--- src/rtl/vector_player.sv ---
// Plays a table of {a,b,c} stimulus vectors, holding each for DWELL cycles,
// and checks the unit-under-test response y against EXP_Y at the end of each dwell.
module vector_player #(
    parameter int                   NUM_VEC = 4,
    parameter int                   DWELL   = 10,
    parameter logic [3*NUM_VEC-1:0] VECTORS = {3'b111, 3'b110, 3'b101, 3'b000},
    parameter logic [NUM_VEC-1:0]   EXP_Y   = 4'b0000
) (
    input  logic                                          clk,
    input  logic                                          rst,
    input  logic                                          start,
    output logic                                          a,
    output logic                                          b,
    output logic                                          c,
    input  logic                                          y,
    output logic                                          busy,
    output logic                                          done,
    output logic                                          pass,
    output logic [$clog2(NUM_VEC+1)-1:0]                  err_cnt,
    output logic [((NUM_VEC > 1) ? $clog2(NUM_VEC) : 1)-1:0] fail_idx
);

    localparam int IW = (NUM_VEC > 1) ? $clog2(NUM_VEC) : 1;
    localparam int EW = $clog2(NUM_VEC + 1);

    localparam logic [IW-1:0] IDX_LAST = IW'(NUM_VEC - 1);
    localparam logic [7:0]    CNT_LAST = 8'(DWELL - 1);
    localparam logic [EW-1:0] ERR_ONE  = EW'(1);
    localparam logic [IW-1:0] IDX_ONE  = IW'(1);

    typedef enum logic [1:0] {
        IDLE = 2'd0,
        RUN  = 2'd1,
        DONE = 2'd2
    } state_t;

    state_t        state_q, state_d;
    logic [IW-1:0] idx_q, idx_d;
    logic [7:0]    cnt_q, cnt_d;
    logic [EW-1:0] err_cnt_q, err_cnt_d;
    logic [IW-1:0] fail_idx_q, fail_idx_d;
    logic          pass_q, pass_d;
    logic [2:0]    vec;

    always_ff @(posedge clk or posedge rst) begin
        if (rst) begin
            state_q    <= IDLE;
            idx_q      <= '0;
            cnt_q      <= '0;
            err_cnt_q  <= '0;
            fail_idx_q <= '0;
            pass_q     <= 1'b0;
        end else begin
            state_q    <= state_d;
            idx_q      <= idx_d;
            cnt_q      <= cnt_d;
            err_cnt_q  <= err_cnt_d;
            fail_idx_q <= fail_idx_d;
            pass_q     <= pass_d;
        end
    end

    always_comb begin
        state_d    = state_q;
        idx_d      = idx_q;
        cnt_d      = cnt_q;
        err_cnt_d  = err_cnt_q;
        fail_idx_d = fail_idx_q;
        pass_d     = pass_q;
        case (state_q)
            IDLE: begin
                if (start) begin
                    state_d    = RUN;
                    idx_d      = '0;
                    cnt_d      = '0;
                    err_cnt_d  = '0;
                    fail_idx_d = '0;
                    pass_d     = 1'b0;
                end
            end
            RUN: begin
                if (cnt_q != CNT_LAST) begin
                    cnt_d = cnt_q + 8'd1;
                end else begin
                    if (y != EXP_Y[idx_q]) begin
                        err_cnt_d = err_cnt_q + ERR_ONE;
                        if (err_cnt_q == '0) fail_idx_d = idx_q;
                    end
                    if (idx_q != IDX_LAST) begin
                        idx_d = idx_q + IDX_ONE;
                        cnt_d = '0;
                    end else begin
                        state_d = DONE;
                        // pass must include the mismatch from this final sample
                        pass_d  = (err_cnt_d == '0);
                    end
                end
            end
            DONE: state_d = IDLE;
            default: state_d = IDLE;
        endcase
    end

    // Outputs decode registered state only, so start has no combinational path to them.
    always_comb begin
        vec = '0;
        if (state_q == RUN) vec = VECTORS[32'(idx_q)*3 +: 3];
    end

    assign {a, b, c} = vec;
    assign busy      = (state_q == RUN);
    assign done      = (state_q == DONE);
    assign pass      = pass_q;
    assign err_cnt   = err_cnt_q;
    assign fail_idx  = fail_idx_q;

endmodule
--- config.mk ---
export PLATFORM = sky130hd
export DESIGN_NAME = vector_player
export DESIGN_NICKNAME = d
export VERILOG_FILES = /design/src/rtl/vector_player.sv
export SDC_FILE = /design/constraint.sdc
export NUM_CORES = 1
export LEC_CHECK = 0
export BUFFER_PORTS_ARGS = -buffer_cell sky130_fd_sc_hd__buf_2
export CAP_MARGIN = 20
export CORE_MARGIN = 5
export CORE_UTILIZATION = 40
export CTS_CLUSTER_DIAMETER = 60
export DETAILED_ROUTE_END_ITERATION = 16
export HOLD_SLACK_MARGIN = 0.05
export SYNTH_ARGS = -nofsm -noshare
export SYNTH_HDL_FRONTEND = slang
export SYNTH_SLANG_ARGS = --single-unit
--- constraint.sdc ---
create_clock -name clk -period 2.2 [get_ports clk]
set_input_delay 0 -clock clk [delete_from_list [all_inputs] [get_ports clk]]
set_output_delay 0 -clock clk [all_outputs]
set_load 0.005 [all_outputs]
Word level (Yosys, flattened, before mapping):

Index checks and enable logic that the tools add are counted.

* add/sub/neg operators: 3
* multiply operators: 1
* order comparisons: 1
* equal/unequal tests: 12
* shifts and indexed selects: 1
* multiplexer cells: 29
* reductions and logical operators: 10

Operators with widths (count)
* 8-bit two-way mux: 3
* 2-bit two-way mux: 9
* 3-bit two-way mux: 6
* 8-bit case mux with 2 select lines: 1
* 2-bit case mux with 2 select lines: 3
* 12-bit by 5-bit indexed part select with 3-bit output (first input constant): 1
* 3-bit AND reduction: 3
* 8-bit by 1-bit adder with 8-bit output (second input constant): 1
* 2-bit inequality test (second input constant): 4
* 8-bit by 4-bit inequality test with 1-bit output (second input constant): 1
* 4-bit AND reduction: 2
* 3-bit logical NOT: 2
* 2-bit by 1-bit inequality test with 1-bit output (second input constant): 3
* 3-bit case mux with 2 select lines: 1
* 5-bit AND reduction: 1
* 2-bit by 2-bit multiplier with 4-bit output (second input constant): 1
* 1-bit two-way mux: 4
* 3-bit by 1-bit adder with 3-bit output (second input constant): 1
* 2-bit by 3-bit < comparator with 1-bit output (second input constant): 1
* 3-bit by 1-bit inequality test with 1-bit output (second input constant): 1
* 2-bit by 1-bit adder with 2-bit output (second input constant): 1
* 1-bit binary-select mux with 2-bit select: 1
* 2-bit by 1-bit == test with 1-bit output (second input constant): 1
* 2-bit == test (second input constant): 1
* other kinds (4): 4

* flip-flop bits (word level): 18
* input bits: 4
* output and inout bits: 11
* logic and storage cells: 63

Depth between registers and ports, before layout:

* word-level depth: 10
* gate-level depth with buffers: 6
* gate-level depth less buffers: 6

Least setup slack after synthesis:

Ideal clock, no wire load.

* path kind: flip-flop to flip-flop
* start: register cnt_q[1]
* end: register fail_idx_q[0] (netlist: fail_idx[0])
* setup time: 0.123 ns
* arrival time: 1.474 ns
* required time: 2.077 ns
* path slack: 0.604 ns
* cell stages (with the launch flop): 7
* buffers on the path: 0
* clock period less this slack: 1.596 ns
* cells stage by stage: dfrtp_1 inv_1 ha_1 and4bb_1 nand4_2 or3b_4 mux2i_1

* longest elaborated chain between the ends: 3

RTL lines
* from (decl): line 39 `logic [7:0] cnt_q, cnt_d;`
* from (signal assigned): line 56 `cnt_q <= cnt_d;`
* 8-bit by 4-bit inequality test with 1-bit output: line 82 `if (cnt_q != CNT_LAST) begin`
* 2-bit inequality test (no source line)
* 5-bit AND reduction (no source line)
* to (signal assigned): line 58 `fail_idx_q <= fail_idx_d;`
* to (decl): line 41 `logic [IW-1:0] fail_idx_q, fail_idx_d;`

No other way between the ends.
A chain may end at the register's enable or synchronous reset.

Worst setup path after layout:

* start: register cnt_q[1]
* end: register fail_idx_q[1] (netlist: fail_idx[1])

Same word-level chain as after synthesis.

==> flow_results.xml <==
<?xml version="1.0" encoding="UTF-8"?>
<metrics>
  <group name="status">
    <metric name="outcome" unit="">completed</metric>
  </group>
  <group name="drt">
    <metric name="vias_per_cell" unit="">5.31</metric>
    <metric name="drt_first_pass_iters" unit="">3</metric>
    <metric name="wl_per_cell" unit="µm">13.6</metric>
    <metric name="dr_total_vias" unit="">823</metric>
    <metric name="drt-initial-drc-count" unit="">40</metric>
    <metric name="drt_drc_violations_left" unit="">0</metric>
    <metric name="postRouteAntennaNets" unit="">0</metric>
    <metric name="drt-total-wl" unit="mm">2.11</metric>
  </group>
  <group name="finish">
    <metric name="antenna-diode-count" unit="">0</metric>
    <metric name="drive_above_1_share" unit="">0.208</metric>
    <metric name="final_design_area_no_fill" unit="mm²">0.00117</metric>
    <metric name="total_of_fill_cells_in_the_finished_design" unit="">254</metric>
    <metric name="fin_nets" unit="">137</metric>
    <metric name="growth_of_design_area_from_synthesis_to_finish" unit="%">14.7</metric>
  </group>
  <group name="pwr">
    <metric name="share_comb_of_total_power" unit="">0.389</metric>
    <metric name="power-per-cell-area" unit="mW/mm²">1090</metric>
    <metric name="clock_power_share" unit="">0.128</metric>
    <metric name="sw_frac_of_total" unit="">0.398</metric>
    <metric name="seq_power_share" unit="">0.484</metric>
    <metric name="cellLeakagePower" unit="nW">0.609</metric>
    <metric name="total_switching_power" unit="µW">506</metric>
    <metric name="ir_drop" unit="V">0.000701</metric>
    <metric name="cellInternalPower" unit="µW">765</metric>
  </group>
  <group name="sta">
    <metric name="timing.max_slew.rel_slack" unit="">0.544</metric>
    <metric name="rsz0062_at_grt" unit="">no</metric>
    <metric name="finalHoldViolations" unit="">0</metric>
    <metric name="final.min_clock_period" unit="ns">1.72</metric>
    <metric name="period_share" unit="">0.780</metric>
    <metric name="clock_skew" unit="ns">0.00176</metric>
    <metric name="timing.setup.tns" unit="ns">0</metric>
    <metric name="worst_pin_slew" unit="ns">0.683</metric>
    <metric name="setup_viol_count_final" unit="">0</metric>
    <metric name="maximum_frequency_from_static_timing_analysis" unit="MHz">583</metric>
    <metric name="final-max-slew-violation-count" unit="">0</metric>
  </group>
  <group name="setup_path">
    <metric name="crit_fanout" unit="">5</metric>
    <metric name="worst_r2r_startpoint" unit="">cnt_q[1]</metric>
    <metric name="setup.worst_path.end_class" unit="">flop</metric>
    <metric name="crit_required" unit="ns">2.38</metric>
    <metric name="worstSetupStartpointType" unit="">flop</metric>
    <metric name="criticalPathCategory" unit="">reg2reg</metric>
    <metric name="crit_arrival" unit="ns">1.90</metric>
    <metric name="reg2regPathDepth" unit="">6</metric>
    <metric name="critPathLaunch" unit="">cnt_q[1]</metric>
  </group>
  <group name="yosys">
    <metric name="mappedNetlistNets" unit="">116</metric>
    <metric name="synth.area.top_cells" unit="">sky130_fd_sc_hd__dfrtp_1 (44%), sky130_fd_sc_hd__ha_1 (7.4%), sky130_fd_sc_hd__nand2_1 (5.5%)</metric>
    <metric name="synth_largest_type_area_fraction" unit="">0.441</metric>
    <metric name="synth-seq-cells" unit="">18</metric>
    <metric name="synth_largest_area_cell" unit="">sky130_fd_sc_hd__dfrtp_1</metric>
    <metric name="ys_warn_count" unit="">0</metric>
    <metric name="number_of_synthesized_flops_with_an_enable_pin" unit="">0</metric>
    <metric name="ys_seq_area_frac" unit="">0.441</metric>
    <metric name="synth_cells" unit="">106</metric>
    <metric name="synth_cell_types" unit="">34</metric>
    <metric name="dominantRegCellSynth" unit="">sky130_fd_sc_hd__dfrtp_1</metric>
    <metric name="async_flop_share" unit="">1.00</metric>
    <metric name="postSynthAreaPerCell" unit="µm²">9.63</metric>
    <metric name="synth.cell_area" unit="mm²">0.00102</metric>
  </group>
  <group name="clock_tree">
    <metric name="clock_path_buffers" unit="">2</metric>
    <metric name="clock_tree.htree_level_count" unit="">1</metric>
    <metric name="cts_hold_buffers" unit="">2</metric>
    <metric name="cts_setup_buffers" unit="">0</metric>
    <metric name="clock_sinks" unit="">18</metric>
    <metric name="tritoncts" unit="">built</metric>
    <metric name="post_cts_resized" unit="">0</metric>
    <metric name="clkLatencyLatePin" unit="ns">0.29</metric>
    <metric name="clkSlewWorstSetupHoldPaths" unit="ns">0.10</metric>
    <metric name="clockRootBuffer" unit="">sky130_fd_sc_hd__clkbuf_4</metric>
    <metric name="cts_inserted_buffers" unit="">3</metric>
  </group>
  <group name="place">
    <metric name="placedInstanceArea" unit="mm²">0.00113</metric>
    <metric name="dp_hpwl" unit="mm">1.56</metric>
    <metric name="gp_congestion" unit="">0.745</metric>
    <metric name="port_buffers" unit="">14</metric>
  </group>
  <group name="min_path">
    <metric name="holdCritStartpoint" unit="">start</metric>
    <metric name="hold_path.class" unit="">in2reg</metric>
    <metric name="hold_depth" unit="">4</metric>
  </group>
  <group name="die">
    <metric name="row_count" unit="">18</metric>
    <metric name="die_area" unit="mm²">0.00366</metric>
    <metric name="start_util" unit="">0.416</metric>
    <metric name="die_w" unit="µm">60.5</metric>
    <metric name="die_h" unit="µm">60.5</metric>
    <metric name="core" unit="mm²">0.00245</metric>
    <metric name="io_pins" unit="">15</metric>
  </group>
  <group name="global_routing">
    <metric name="grt_first_pass_wirelength" unit="mm">3.77</metric>
    <metric name="global_route.overflow_total" unit="">0</metric>
    <metric name="number_of_antenna_violations_at_the_first_check_in_global_routing" unit="">0</metric>
    <metric name="grt_pass1_vias" unit="">890</metric>
    <metric name="grt.total_usage" unit="">0.136</metric>
    <metric name="maximum_number_of_pins_on_one_net_before_global_route_repair" unit="">19</metric>
  </group>
  <group name="run">
    <metric name="cap_viol_max_count" unit="">0</metric>
  </group>
</metrics>
==> worst max-delay path: stages (launching register included) <==
cell and delay (ns):
sky130_fd_sc_hd__dfrtp_1 0.41, sky130_fd_sc_hd__inv_1 0.08, sky130_fd_sc_hd__ha_1 0.15, sky130_fd_sc_hd__and4bb_1 0.24, sky130_fd_sc_hd__nand4_2 0.15, sky130_fd_sc_hd__or3b_4 0.44, sky130_fd_sc_hd__mux2i_1 0.13
==> cells by family after synthesis <==
| family | share of synthesized area |
|---|---|
| AND/OR/NAND/NOR | 0.271 |
| flip-flops | 0.441 |
| AO/OA/AOI/OAI | 0.112 |
| buffers and inverters | 0.0453 |
| adder cells (fa/ha/maj) | 0.0735 |
| multiplexers | 0.0490 |
| XOR/XNOR | 0.00858 |
==> metrics by stage <==
step | hold slack (ns) | util | power (mW) | std cells | worst slack (ns)
6_report | 0.197 | 0.477 | 1.27 | 155 | 0.485
5_1_grt | 0.237 | 0.477 | 1.41 | 155 | 0.385
4_1_cts | 0.194 | 0.477 | 1.29 | 155 | 0.464
3_5_place_dp | 0.136 | 0.460 | 1.13 | 150 | 0.484
3_3_place_gp | 0.145 | 0.460 | 1.09 | 150 | 0.543
2_1_floorplan | -0.0614 | - | 0.946 | 106 | 0.604
==> layout by cell type, fill, tap and decap left out, drive strengths merged, types with 3 or more instances in the layout <==
cell type / n
inv: 11
and3: 3
clkbuf: 3
ha: 6
mux2i: 5
nand3: 10
o21ai: 5
o21bai: 3
buf: 14
nand2: 15
nor2: 3
dfrtp: 18
or3: 3
nor3: 3
==> cell usage after synthesis, drive strengths merged (2+ instances only) <==
cell type	n
nor4	2
nor3	3
nor2	3
inv	11
o21bai	3
ha	6
or3	3
and3	3
o21ai	5
o22ai	2
mux2i	5
nand2	15
dfrtp	18
nand3	10
==> flip-flops by register name, indices dropped and copies added, names as in the netlist <==
signal    count
cnt_q         8
err_cnt       3
fail_idx      2
idx_q         2
pass          1
state_q       2
==> worst paths after layout <==
path	end	slack [ns]
max in group asynchronous	cnt_q[2]	1.41
worst max register to register	fail_idx[1]	0.48
worst min register to register	fail_idx[0]	0.54
min in group asynchronous	err_cnt[2]	0.35
worst min-delay path	pass	0.20
worst max-delay path	fail_idx[1]	0.48
==> area by class of cell <==
| class | count | area, µm² | share of cell area |
|---|---|---|---|
| Multi-Input combinational cell | 76 | 524 | 0.448 |
| Clock buffer | 3 | 22.5 | 0.0192 |
| Sequential cell | 18 | 450 | 0.385 |
| Inverter | 12 | 46.3 | 0.0395 |
| Timing Repair Buffer | 16 | 90.1 | 0.0769 |
| Tap cell | 30 | 37.5 | 0.0321 |
==> power groups by stage <==
stage | sequential [mW] | clock (mW) | combinational [mW]
finish | 0.615 | 0.162 | 0.494
global route | 0.644 | 0.184 | 0.580
CTS | 0.616 | 0.170 | 0.507
detailed placement | 0.623 | 0 | 0.502
global placement | 0.610 | 0 | 0.482
floorplan | 0.585 | 0 | 0.361
==> layer usage <==
metal  share of wire  GRT usage  up-vias
met1            0.43      0.155      396
met3           0.049     0.0383        2
met2            0.51      0.258       14
met5               0          0        -
li1                -          -      411
met4          0.0085     0.0186        0
Note: power is estimated with default switching activity, not from simulation.
